### config.mk
export PLATFORM = sky130hd
export DESIGN_NAME = spi_rx
export DESIGN_NICKNAME = d
export VERILOG_FILES = /design/src/rtl/spi_pkg.sv /design/src/rtl/spi_sync.sv /design/src/rtl/spi_rx.sv
export SDC_FILE = /design/constraint.sdc
export NUM_CORES = 1
export LEC_CHECK = 0
export BUFFER_PORTS_ARGS = -buffer_cell sky130_fd_sc_hd__buf_2
export CORE_UTILIZATION = 50
export CTS_CLUSTER_SIZE = 16
export DETAILED_ROUTE_END_ITERATION = 12
export PLACE_DENSITY = 0.73
export SETUP_SLACK_MARGIN = 0.05
export SLEW_MARGIN = 0
export SYNTH_ARGS = -nofsm -noshare
export SYNTH_HDL_FRONTEND = slang
export SYNTH_SLANG_ARGS = --single-unit
### constraint.sdc
create_clock -name clk -period 2.2 [get_ports clk]
set_input_delay 0 -clock clk [delete_from_list [all_inputs] [get_ports clk]]
set_output_delay 0 -clock clk [all_outputs]
set_load 0.02 [all_outputs]
### src/rtl/spi_pkg.sv
// spi_pkg: shared types and constants for the SPI receive path.
package spi_pkg;
    typedef enum logic [1:0] {ST_SYNC, ST_IDLE, ST_SHIFT} state_e;
    localparam int SPI_BITC_W = 5;
    localparam logic [SPI_BITC_W-1:0] SPI_LEN8 = 5'd8;
    localparam logic [SPI_BITC_W-1:0] SPI_LEN16 = 5'd16;
    localparam logic [SPI_BITC_W-1:0] SPI_BITC_MAX = 5'd17;
    localparam logic SCK_IDLE = 1'b0;
    localparam logic CEN_IDLE = 1'b1;
    localparam logic CDN_IDLE = 1'b1;
    localparam logic MOSI_IDLE = 1'b0;
endpackage

### src/rtl/spi_sync.sv
// spi_sync: N-flop pin synchroniser with a history flop for edge detection.
module spi_sync #(
    parameter int STAGES = 2,
    parameter logic RST_VAL = 1'b0
) (
    input  logic clk,
    input  logic rstn,
    input  logic pin,
    output logic level,
    output logic rise,
    output logic fall
);
    logic [STAGES-1:0] sync_q;
    logic hist_q;
    always_ff @(posedge clk) begin
        if (!rstn) begin
            sync_q <= {STAGES{RST_VAL}};
            hist_q <= RST_VAL;
        end else begin
            sync_q <= {sync_q[STAGES-2:0], pin};
            hist_q <= sync_q[STAGES-1];
        end
    end
    assign level = sync_q[STAGES-1];
    assign rise = level & ~hist_q;
    assign fall = ~level & hist_q;
endmodule

### src/rtl/spi_rx.sv
// spi_rx: SPI target receiver delivering 8/16-bit command/data words
// through a valid/ack holding register.
module spi_rx
    import spi_pkg::*;
#(
    parameter int SYNC_STAGES = 2
) (
    input  logic        clk,
    input  logic        rstn,
    input  logic        spi_sck,
    input  logic        spi_cen,
    input  logic        spi_cdn,
    input  logic        spi_mosi,
    output logic [15:0] rx_data,
    output logic        rx_cmd,
    output logic        rx_is16,
    output logic        rx_valid,
    input  logic        rx_ack,
    output logic        frame_err,
    output logic        overrun
);
    localparam int FW = $clog2(SYNC_STAGES + 2);
    localparam logic [FW-1:0] FLUSH_N = FW'(SYNC_STAGES + 1);

    logic sck_lvl, sck_rise, sck_fall;
    logic cen_lvl, cen_rise, cen_fall;
    logic cdn_lvl, cdn_rise, cdn_fall;
    logic mosi_lvl, mosi_rise, mosi_fall;

    spi_sync #(.STAGES(SYNC_STAGES), .RST_VAL(SCK_IDLE)) u_sck (
        .clk(clk), .rstn(rstn), .pin(spi_sck), .level(sck_lvl), .rise(sck_rise), .fall(sck_fall));
    spi_sync #(.STAGES(SYNC_STAGES), .RST_VAL(CEN_IDLE)) u_cen (
        .clk(clk), .rstn(rstn), .pin(spi_cen), .level(cen_lvl), .rise(cen_rise), .fall(cen_fall));
    spi_sync #(.STAGES(SYNC_STAGES), .RST_VAL(CDN_IDLE)) u_cdn (
        .clk(clk), .rstn(rstn), .pin(spi_cdn), .level(cdn_lvl), .rise(cdn_rise), .fall(cdn_fall));
    spi_sync #(.STAGES(SYNC_STAGES), .RST_VAL(MOSI_IDLE)) u_mosi (
        .clk(clk), .rstn(rstn), .pin(spi_mosi), .level(mosi_lvl), .rise(mosi_rise), .fall(mosi_fall));

    state_e state_q, state_d;
    logic [FW-1:0] flush_q;
    logic [15:0] shift_q, shift_d, word_d;
    logic [SPI_BITC_W-1:0] bitc_q, bitc_d;
    logic cmd_q, cmd_d, is16_d;
    logic sck_hit, start, done, good, err, flushed;
    logic [15:0] data_q;
    logic cmd_out_q, is16_q, valid_q, err_q, ovr_q;

    // Reset preloads idle pin levels, so stay in SYNC until the pipeline
    // holds real samples; a frame caught mid-flight is then discarded.
    assign flushed = flush_q == FLUSH_N;

    always_ff @(posedge clk) begin
        if (!rstn) begin
            state_q <= ST_SYNC;
            flush_q <= '0;
            shift_q <= '0;
            bitc_q <= '0;
            cmd_q <= 1'b0;
        end else begin
            state_q <= state_d;
            flush_q <= flushed ? flush_q : flush_q + FW'(1);
            shift_q <= shift_d;
            bitc_q <= bitc_d;
            cmd_q <= cmd_d;
        end
    end

    always_comb begin
        state_d = state_q;
        case (state_q)
            ST_SYNC:  state_d = flushed && cen_lvl ? ST_IDLE : ST_SYNC;
            ST_IDLE:  state_d = cen_fall ? ST_SHIFT : ST_IDLE;
            ST_SHIFT: state_d = cen_rise ? ST_IDLE : ST_SHIFT;
            default:  state_d = ST_SYNC;
        endcase
    end

    // Shift is applied before evaluation so a coincident last SCK rise counts.
    always_comb begin
        sck_hit = state_q == ST_SHIFT && sck_rise;
        start = state_q == ST_IDLE && cen_fall;
        shift_d = start ? '0 : sck_hit ? {shift_q[14:0], mosi_lvl} : shift_q;
        bitc_d = start ? '0 : (sck_hit && bitc_q != SPI_BITC_MAX) ? bitc_q + SPI_BITC_W'(1) : bitc_q;
        cmd_d = sck_hit && bitc_q == '0 ? ~cdn_lvl : cmd_q;
        done = state_q == ST_SHIFT && cen_rise;
        good = done && (bitc_d == SPI_LEN8 || bitc_d == SPI_LEN16);
        err = done && !good;
        is16_d = bitc_d == SPI_LEN16;
        word_d = is16_d ? shift_d : {8'h00, shift_d[7:0]};
    end

    always_ff @(posedge clk) begin
        if (!rstn) begin
            data_q <= '0;
            cmd_out_q <= 1'b0;
            is16_q <= 1'b0;
            valid_q <= 1'b0;
            err_q <= 1'b0;
            ovr_q <= 1'b0;
        end else begin
            if (good && (!valid_q || rx_ack)) begin
                data_q <= word_d;
                cmd_out_q <= cmd_d;
                is16_q <= is16_d;
            end
            valid_q <= good ? 1'b1 : rx_ack ? 1'b0 : valid_q;
            err_q <= err;
            ovr_q <= good && valid_q && !rx_ack;
        end
    end

    assign rx_data = data_q;
    assign rx_cmd = cmd_out_q;
    assign rx_is16 = is16_q;
    assign rx_valid = valid_q;
    assign frame_err = err_q;
    assign overrun = ovr_q;
endmodule

==> Flow_metrics.wiki <==
{| class="wikitable"
! Metric !! Value
|-
| Run status || finished clean
|-
| Die Footprint || 4900 µm²
|-
| Post-layout util || 67.5%
|-
| Warning count from the yosys run || 0
|-
| Total gr overflow || 0
|-
| Via count of the first global-routing pass || 1761
|-
| Final hold violation count || 0
|-
| Max-slew violation count || 0
|-
| CTS Sinks || 57
|-
| Main synth FF type || dfxtp_1
|-
| EDFF count, synth || 0
|-
| Number of antenna violations at the first check in global routing || 0
|-
| Post-DP HPWL || 2820 µm
|-
| Post-Route Skew || 5.38 ps
|-
| VDD IR-drop max || 0.000560 V
|-
| Detail-routed via count per cell || 5.20
|-
| Number of inserted diodes || 0
|-
| CTS tree || yes
|-
| Count of fill cells added during filler insertion || 349
|-
| Number of iterations in the first detailed-routing pass || 4
|-
| Floorplan die height || 70.0 µm
|-
| Worst slew pin tran || 406 ps
|-
| Kind of end point of the critical path || register
|-
| DRC marker count from the first detailed-route iteration || 175
|-
| Final setup TNS || 0 ps
|-
| DRC Markers || 0
|-
| Total core area || 4380 µm²
|-
| Synth Cell Area || 2310 µm²
|-
| Part of the Yosys area used for sequential elements || 49.4%
|-
| Starting Density || 52.7%
|-
| Critical path start-end classification || reg -> reg
|-
| Gpl congestion || 0.885
|-
| RSZ-0062 raised after global routing || true
|-
| Per-cell routed wire length || 13.4 µm
|-
| Crit path DAT || 2370 ps
|-
| Number of routed nets with antenna violations || 0
|-
| Most area-hungry cell type in the Yosys netlist || dfxtp_1
|-
| Worst skew pair latency || 340 ps
|-
| Clock-pin slew on the worst setup and hold paths || 70 ps
|-
| Die Width || 70.0 µm
|-
| Max-cap violations || 0
|-
| Wire length of the first global-routing pass || 7600 µm
|-
| Tmin final || 2150 ps
|-
| Post-layout net count || 317
|-
| Setup-violating endpoint count in the final report || 0
|-
| Fraction of layout instances using a drive strength above 1 || 24.8%
|-
| Buffer type at the clock tree root || clkbuf_8
|-
| Critical Path RT || 2420 ps
|-
| Aggregate routed wire length || 4880 µm
|-
| Synth Register Bits || 57
|-
| Total power density per cell area || 720 nW/µm²
|-
| Worst hold path type || in -> reg
|-
| Area growth syn-to-layout || 28.1%
|-
| Share of flip-flops with an asynchronous set or reset || 0%
|-
| Area contributors post-synth || dfxtp_1 49%, nand2_1 11%, mux2i_1 8.2%, a21oi_1 5.0%, ha_1 2.2%
|-
| Maximum level of the CTS H-tree || 3
|-
| Via Count || 1887
|-
| Std cell rows || 24
|-
| Per-instance average area after synthesis || 8.92 µm²
|-
| Top-Level Pins || 28
|-
| Maximum number of buffers from clock root to sink || 2
|-
| Proportion of netlist area held by the largest area contributor || 49.4%
|-
| Largest fanout on the critical path || 5
|-
| Port-buffer cells || 27
|-
| Highest attainable clock frequency || 466 MHz
|-
| Number of distinct library cell variants in the gate-level netlist after synthesis || 44
|-
| Largest net degree at the start of global routing || 33
|-
| Tcrit/Tclk final || 97.5%
|-
| Kind of launch point of the worst setup path || register
|-
| Number of nets produced by synthesis || 270
|-
| Leak || 0.00125 µW
|-
| Number of instances in the synthesized netlist || 259
|-
| Overall fraction of global-route tracks in use || 19.9%
|-
| Number of CTS-inserted buffers || 9
|-
| Max transition margin || 72.7%
|}
## sequential cells by signal (all words and copies together) (netlist names), 2 cells and up
signal and count:
bitc_q 5, flush_q 2, rx_data 16, shift_q 16
state_q 2, u_cdn.sync_q 2, u_cen.sync_q 2, u_mosi.sync_q 2
u_sck.sync_q 2
## cells in the mapped netlist, drive strengths merged, types with 2 or more instances
cell type / instances
xor2: 2
buf: 6
ha: 4
or4b: 2
o21ai: 7
nand2b: 8
a21oi: 23
dfxtp: 57
xnor2: 3
and2: 5
inv: 13
nor2: 12
or3: 2
clkbuf: 7
and4bb: 2
mux2i: 19
nand2: 66
## cells by family after synthesis
logic type,Yosys count,synth area share [%]
flip-flops,57,49.4
adder cells (fa/ha/maj),4,2.17
AND/OR/NAND/NOR,110,23.0
XOR/XNOR,5,1.90
buffers and inverters,26,5.15
multiplexers,19,8.23
AO/OA/AOI/OAI,38,10.1
## where the power goes
| part | switching [µW] | leakage [µW] | internal, µW |
|---|---|---|---|
| Clock | 437 | 0.0000949 | 555 |
| Combinational | 38.9 | 0.000690 | 39.2 |
| Sequential | 10.9 | 0.000463 | 1050 |
## routing by layer
metal  global-route usage [%]  up-vias  wire [µm]
met5                        0        -          0
met4                     9.56        0         88
met3                     7.79       11        257
met2                     31.5       45       2280
met1                     23.5      882       2250
li1                         -      949          -
## cells in the final DEF (no fill, tap or decap), types with 3 or more instances in the layout
cell type / n
clkbuf_8: 10
dlygate4sd3_1: 5
clkinvlp_4: 3
buf_2: 27
nor2_1: 12
xnor2_1: 3
buf_4: 12
inv_1: 11
a21oi_1: 22
o21ai_0: 5
and2_1: 5
nand2_1: 65
dfxtp_1: 55
nand2b_1: 7
mux2i_1: 19
## worst paths after layout
| kind | startpoint | end | slack, ps | depth (start not counted) |
|---|---|---|---|---|
| max | bitc_q[1] | rx_cmd | 50 | 8 |
| min | rstn | u_cen.hist_q | 130 | 3 |
| max reg2reg | bitc_q[1] | rx_cmd | 50 | 8 |
| min reg2reg | u_cen.sync_q[0] | u_cen.sync_q[1] | 410 | 1 |
## stage by stage
| step | power, µW | hold WS [ps] | cells | instance area (µm²) | setup WS [ps] |
|---|---|---|---|---|---|
| 3_3_place_gp | 1150 | 188 | 336 | 2540 | 1.45 |
| 2_1_floorplan | 1130 | 73.3 | 259 | 2310 | 87.0 |
| 4_1_cts | 2150 | 132 | 358 | 2820 | 89.0 |
| 6_report | 2130 | 128 | 363 | 2960 | 54.7 |
| 5_1_grt | 2210 | 143 | 363 | 2960 | -17.3 |
| 3_5_place_dp | 1150 | 187 | 336 | 2540 | -33.5 |
## critical path, stage by stage (launching register included)
cell       delay [ps]
dfxtp_2           370
inv_2              50
ha_2              150
and4bb_1          210
or4_4             560
nand2_4           100
o2111ai_4         220
clkbuf_16         250
mux2i_1           120
## layout make-up
class / count / area (µm²) / area share (%)
clock buffers: 10 / 138 / 4.65
clock inverters: 6 / 66.3 / 2.24
inverters: 13 / 48.8 / 1.65
multi-input cells: 176 / 1120 / 37.8
flip-flops and latches: 57 / 1150 / 38.7
well taps: 52 / 65.1 / 2.20
repair buffers: 49 / 377 / 12.7
## what timing repair did
item	CTS	global route
pin swaps	1	1
setup endpoints to repair	10	18
resized for setup	2	13
setup buffers	1	2
gates cloned	0	3
endpoints found under the hold margin	5	0
hold buffers	5	0
No activity file was read; power rests on OpenSTA's default activity.
